$ cat src/rtl/fp32_pkg.sv
// Shared constants and FSM state type for the binary32 divider.
package fp32_pkg;
  localparam int EXP_BIAS = 127;
  localparam int EXP_MAX  = 255;
  localparam int FRAC_W   = 23;

  localparam logic [31:0] QNAN    = 32'h7FC00000;
  localparam logic [31:0] POS_INF = 32'h7F800000;

  typedef enum logic [2:0] {
    IDLE,
    UNPACK,
    DIVIDE,
    ROUND,
    DONE
  } state_t;
endpackage

$ cat src/rtl/fp32_classify.sv
// Splits a binary32 word into fields and flags its class; exponent 0 counts as zero.
module fp32_classify
  import fp32_pkg::*;
(
  input  logic [31:0]       i_val,
  output logic              o_sign,
  output logic [7:0]        o_exp,
  output logic [FRAC_W-1:0] o_frac,
  output logic              o_is_zero,
  output logic              o_is_inf,
  output logic              o_is_nan
);
  assign o_sign    = i_val[31];
  assign o_exp     = i_val[30:FRAC_W];
  assign o_frac    = i_val[FRAC_W-1:0];
  assign o_is_zero = (o_exp == 8'd0);
  assign o_is_inf  = (o_exp == 8'hFF) && (o_frac == '0);
  assign o_is_nan  = (o_exp == 8'hFF) && (o_frac != '0);
endmodule

$ cat src/rtl/fp32_div.sv
// Sequential binary32 divider: restoring division, one quotient bit per cycle,
// round-to-nearest-even, fixed 30-cycle latency for every operand class.
module fp32_div
  import fp32_pkg::*;
(
  input  logic        clk,
  input  logic        rst_n,
  input  logic        start,
  input  logic [31:0] in1,
  input  logic [31:0] in2,
  output logic [31:0] out,
  output logic        busy,
  output logic        done
);
  state_t r_state, w_state_next;

  logic [31:0]       r_a, r_b;
  logic              r_sign;
  logic signed [9:0] r_exp;
  logic [23:0]       r_m2;
  logic [24:0]       r_rem;
  logic [26:0]       r_q;
  logic [4:0]        r_cnt;
  logic              r_nan, r_inf, r_zero;

  logic [31:0]       w_op   [2];
  logic              w_sign [2];
  logic [7:0]        w_exp  [2];
  logic [FRAC_W-1:0] w_frac_in [2];
  logic              w_zero [2];
  logic              w_inf  [2];
  logic              w_nan  [2];

  assign w_op[0] = r_a;
  assign w_op[1] = r_b;

  generate
    for (genvar gi = 0; gi < 2; gi++) begin : g_cls
      fp32_classify u_cls (
        .i_val     (w_op[gi]),
        .o_sign    (w_sign[gi]),
        .o_exp     (w_exp[gi]),
        .o_frac    (w_frac_in[gi]),
        .o_is_zero (w_zero[gi]),
        .o_is_inf  (w_inf[gi]),
        .o_is_nan  (w_nan[gi])
      );
    end
  endgenerate

  // Restoring step: remainder stays below 2*divisor, so it fits in 25 bits.
  logic        w_ge;
  logic [24:0] w_rem_sel;
  assign w_ge      = (r_rem >= {1'b0, r_m2});
  assign w_rem_sel = w_ge ? (r_rem - {1'b0, r_m2}) : r_rem;

  // Quotient lies in [2^25, 2^27), so the hidden bit is always Q[26] or Q[25].
  logic              w_norm, w_guard, w_sticky, w_inc;
  logic [22:0]       w_frac;
  logic [23:0]       w_frac_r;
  logic signed [9:0] w_exp_n, w_exp_r;
  logic [31:0]       w_result;

  assign w_norm   = r_q[26];
  assign w_frac   = w_norm ? r_q[25:3] : r_q[24:2];
  assign w_guard  = w_norm ? r_q[2] : r_q[1];
  assign w_sticky = (w_norm ? (|r_q[1:0]) : r_q[0]) | (|r_rem);
  assign w_exp_n  = w_norm ? r_exp : (r_exp - 10'sd1);
  assign w_inc    = w_guard & (w_sticky | w_frac[0]);
  assign w_frac_r = {1'b0, w_frac} + {23'd0, w_inc};
  assign w_exp_r  = w_frac_r[23] ? (w_exp_n + 10'sd1) : w_exp_n;

  always_comb begin
    w_result = {r_sign, w_exp_r[7:0], w_frac_r[22:0]};
    if (r_nan)
      w_result = QNAN;
    else if (r_inf)
      w_result = {r_sign, POS_INF[30:0]};
    else if (r_zero)
      w_result = {r_sign, 31'd0};
    else if (w_exp_r >= $signed(10'(EXP_MAX)))
      w_result = {r_sign, POS_INF[30:0]};
    else if (w_exp_r <= 10'sd0)
      w_result = {r_sign, 31'd0};
  end

  always_ff @(posedge clk) begin
    if (!rst_n)
      r_state <= IDLE;
    else
      r_state <= w_state_next;
  end

  always_comb begin
    w_state_next = r_state;
    busy         = 1'b0;
    done         = 1'b0;
    case (r_state)
      IDLE:   if (start) w_state_next = UNPACK;
      UNPACK: begin
        busy         = 1'b1;
        w_state_next = DIVIDE;
      end
      DIVIDE: begin
        busy = 1'b1;
        if (r_cnt == 5'd0) w_state_next = ROUND;
      end
      ROUND: begin
        busy         = 1'b1;
        w_state_next = DONE;
      end
      DONE: begin
        done         = 1'b1;
        w_state_next = IDLE;
      end
      default: w_state_next = IDLE;
    endcase
  end

  always_ff @(posedge clk) begin
    if (!rst_n) begin
      r_a    <= '0;
      r_b    <= '0;
      r_sign <= 1'b0;
      r_exp  <= '0;
      r_m2   <= '0;
      r_rem  <= '0;
      r_q    <= '0;
      r_cnt  <= '0;
      r_nan  <= 1'b0;
      r_inf  <= 1'b0;
      r_zero <= 1'b0;
      out    <= '0;
    end else begin
      case (r_state)
        IDLE: begin
          if (start) begin
            r_a <= in1;
            r_b <= in2;
          end
        end
        UNPACK: begin
          r_sign <= w_sign[0] ^ w_sign[1];
          r_exp  <= {2'b00, w_exp[0]} - {2'b00, w_exp[1]} + 10'(EXP_BIAS);
          r_rem  <= {2'b01, w_frac_in[0]};
          r_m2   <= {1'b1, w_frac_in[1]};
          r_q    <= '0;
          r_cnt  <= 5'd26;
          r_nan  <= w_nan[0] | w_nan[1] | (w_inf[0] & w_inf[1]) | (w_zero[0] & w_zero[1]);
          r_inf  <= w_inf[0] | w_zero[1];
          r_zero <= w_zero[0] | w_inf[1];
        end
        DIVIDE: begin
          r_q   <= {r_q[25:0], w_ge};
          r_rem <= w_rem_sel << 1;
          r_cnt <= r_cnt - 5'd1;
        end
        ROUND: out <= w_result;
        default: ;
      endcase
    end
  end
endmodule

$ cat config.mk
export PLATFORM = sky130hd
export DESIGN_NAME = fp32_div
export DESIGN_NICKNAME = d
export VERILOG_FILES = /design/src/rtl/fp32_pkg.sv /design/src/rtl/fp32_classify.sv /design/src/rtl/fp32_div.sv
export SDC_FILE = /design/constraint.sdc
export NUM_CORES = 1
export LEC_CHECK = 0
export CORE_ASPECT_RATIO = 0.6
export CORE_MARGIN = 1
export CORE_UTILIZATION = 30
export CTS_CLUSTER_SIZE = 24
export DETAILED_ROUTE_END_ITERATION = 8
export PLACE_DENSITY_LB_ADDON = 0.25
export SETUP_SLACK_MARGIN = 0.2
export SKIP_CTS_REPAIR_TIMING = 1
export SLEW_MARGIN = 25
export SYNTH_ARGS = -nofsm -noshare
export SYNTH_HDL_FRONTEND = slang
export SYNTH_HIERARCHICAL = 1
export SYNTH_SLANG_ARGS = --single-unit
$ cat constraint.sdc
create_clock -name clk -period 3.8 [get_ports clk]
set_clock_uncertainty 0.2 [all_clocks]
set_input_delay 0.38 -clock clk [delete_from_list [all_inputs] [get_ports clk]]
set_output_delay 0.38 -clock clk [all_outputs]
set_load 0.05 [all_outputs]
==> flow_summary.toml <==
[run_status]
status = "finished, final reports clean"

[sta]
worst_pin_slew_ns = 0.7701
slew_headroom = 0.4866
rsz0062_at_grt = "yes"
setup_viol = 0
hold_violations = 0
timing.final.crit_share = 0.8891
setup_tns_ns = 0
slew_violations = 0
max_freq_mhz = 296.0
min_period_ns = 3.378

[power]
p_int_mw = 4.700
p_total_mw = 7.944
p_leak_nw = 4.690
p_sw_mw = 3.244
vdd_drop_max_v = 0.0003622
power_density_nw_per_um2 = 617.0
swShare = 0.4083
seqPwrFrac = 0.308
pwr-share-clk = 0.240
pwr-share-comb = 0.452

[detailed_routing]
drc = 0
wl_per_cell_um = 16.66
vias = 10100
drtIter0Drc = 806
ant_nets = 0
first_pass_iters = 5
drt_wl_total_mm = 32.27
via_per_inst = 5.213

[setup_path]
cp_slowest_cell = "ha_1"
cpPeakStageDelay_ns = 0.41
worst_ep_arrival_time_ns = 3.51
startpoint_type = "register"
worstSetupPathType = "register to register"
reg2regPathDepth = 13
end_kind = "register"
path_max_fanout = 13
cp.required_ns = 3.93
crit_path_cell_trace = "inv_1 > ha_1 > a21o_1 > a21o_1 > a221o_1 > a32oi_1 > nand3b_1 > a21boi_1 > buf_4 > buf_4 > nand2_1 > a21oi_1 > nor3_1"

[synth]
yosysTopAreaCell = "dfxtp_1"
synth.top_cells.by_area = "dfxtp_1 35%, nand2_1 8.7%, a21oi_1 6.9%, buf_4 4.3%, ha_1 4.3%"
syn_nets = 1541
synth_flop_cell = "dfxtp_1"
postSynthCellCount = 1434
yosysMostFrequentCell = "nand2_1"
yosys-top-cells-count = "256 x nand2_1, 194 x dfxtp_1, 153 x a21oi_1, 91 x nor2_1, 73 x clkbuf_1"
synthDistinctLibCells = 72
postSynth.asyncResetShare = 0
ys_warn_count = 6
syn-cell-area_um2 = 11090
synth_edf_count = 0
synth_top_area_frac = 0.3501
ys_seq_area_frac = 0.3501
synth-seq-cells = 194
avgSynthCellArea_um2 = 7.737

[global_routing]
grt_pass1_wl_mm = 51.41
antenna_found_initial = 0
grt_max_degree = 98
gr-total-overflow = 0
grt_use_total = 0.1722
grt_pass1_vias = 9233

[cts]
clkTransAtPathRegs_ns = 0.08
cts_buffers = 17
clockRootBuffer = "clkbuf_16"
cts_tree = "yes"
htreeDepth = 4
clk_latency_ns = 0.46
clock-sinks = 194
cts.path.max_buffers = 2

[layout]
antenna_cells = 0
final_layout_size_suffix_gt1_frac = 0.07803
design_area_um2 = 12880
final_core_util = 0.3542
nets = 1555
syn2layout_area_growth_pct = 16.06
layoutNonFillerInstCount = 1937

[placement]
hpwlAfterDp_mm = 23.54
gp_congestion = 0.8754
io_buffers = 100
placed_cell_area_um2 = 12150
numPlacedInstances = 1894

[die]
die_h_um = 151.0
ios = 101
die_w_um = 250.3
start_util = 0.3052
core_area_um2 = 36350
dieArea_um2 = 37780
rows = 54

[min_path]
min_path_cells = 2
hold_class = "register to register"

[flow_run]
drv_cap = 0
cells in the final DEF (no fill, tap or decap), types with 10 or more instances in the layout:
cell type | netlist | final
clkdlybuf4s50_1 | 0 | 100
nand3_1 | 35 | 35
clkbuf_16 | 0 | 17
a22oi_1 | 28 | 28
nor4_1 | 21 | 20
and2_1 | 12 | 12
buf_4 | 64 | 42
a21oi_1 | 153 | 152
a21o_1 | 15 | 15
mux2i_1 | 20 | 20
a31oi_1 | 10 | 10
and3_1 | 12 | 12
a22o_1 | 16 | 16
o221ai_1 | 10 | 10
xor2_1 | 14 | 14
nor2_1 | 91 | 89
ha_1 | 38 | 36
nor2b_1 | 15 | 14
dfxtp_1 | 194 | 193
nand2b_1 | 14 | 14
nand4_1 | 16 | 16
nor3_1 | 28 | 27
o21ai_0 | 58 | 56
nand2_1 | 256 | 256
a211oi_1 | 22 | 22
xnor2_1 | 37 | 37
inv_1 | 57 | 56
area by class of cell:
| class | count | area (µm²) |
|---|---|---|
| Inverter | 57 | 216.5 |
| Tap cell | 476 | 595.6 |
| Sequential cell | 194 | 3887 |
| Multi-Input combinational cell | 1033 | 6217 |
| Clock inverter | 11 | 140.1 |
| Clock buffer | 21 | 460.4 |
| Fill cell | 3804 | 23470 |
| Timing Repair Buffer | 145 | 1359 |
sequential cells by signal, summed over array words and instances, names as in the netlist:
register	count
r_nan	1
r_exp	10
r_sign	1
r_inf	1
r_cnt	5
out	32
r_rem	25
r_a	32
r_state	3
r_q	27
r_m2	24
r_zero	1
r_b	32
routing by layer:
metal / share of wire / vias up / track usage
met3: 0.054 / 30 / 0.03437
li1: - / 5003 / -
met2: 0.40 / 257 / 0.2376
met4: 0.013 / 0 / 0.04325
met1: 0.53 / 4808 / 0.2656
met5: 0 / - / 0
kinds of logic (layout without fill, tap and decap cells):
family                     count (synthesis)  after routing  share of synthesized area
AOI/OAI and AO/OA                        377            377                     0.2165
xor gates and xnor gates                  52             52                    0.04173
adders and majority gates                 40             40                    0.04646
buffers and inverters                    207            234                    0.09530
DFF                                      194            194                     0.3501
muxes                                     27             27                    0.02515
and+or+nand+nor                          537            537                     0.2248
power by group through the flow:
stage | registers (mW) | logic [mW] | clock network (mW)
after floorplan | 2.40 | 2.58 | 0
after global placement | 2.49 | 3.39 | 0
after detailed placement | 2.49 | 3.40 | 0
after CTS | 2.44 | 3.43 | 1.93
after global routing | 2.48 | 3.97 | 2.03
final | 2.45 | 3.59 | 1.90
worst max-delay path, delay by kind of cell, from the launching register on:
kind / cells / cell delay (ns)
simple gates: 3 / 0.35
compound gates: 6 / 1.40
fa+ha+maj: 1 / 0.41
flops: 1 / 0.33
buf+inv: 3 / 0.55
path summary, 6_finish.rpt:
path / to / start / slack (ns)
setup / recovery: r_rem[1] / r_m2[10] / 0.42
hold reg to reg: r_m2[7] / r_m2[7] / 0.26
setup reg to reg: r_rem[1] / r_m2[10] / 0.42
hold / removal: r_m2[7] / r_m2[7] / 0.26
metrics by stage:
step                worst slack (ns)  hold slack [ns]
floorplan                     0.2176           0.2363
global placement              0.1535           0.2464
detailed placement           0.08773           0.2473
CTS                          0.08956           0.2483
global route                  0.1980           0.2561
finish                        0.4215           0.2555
(Power assumes the default switching activity.)
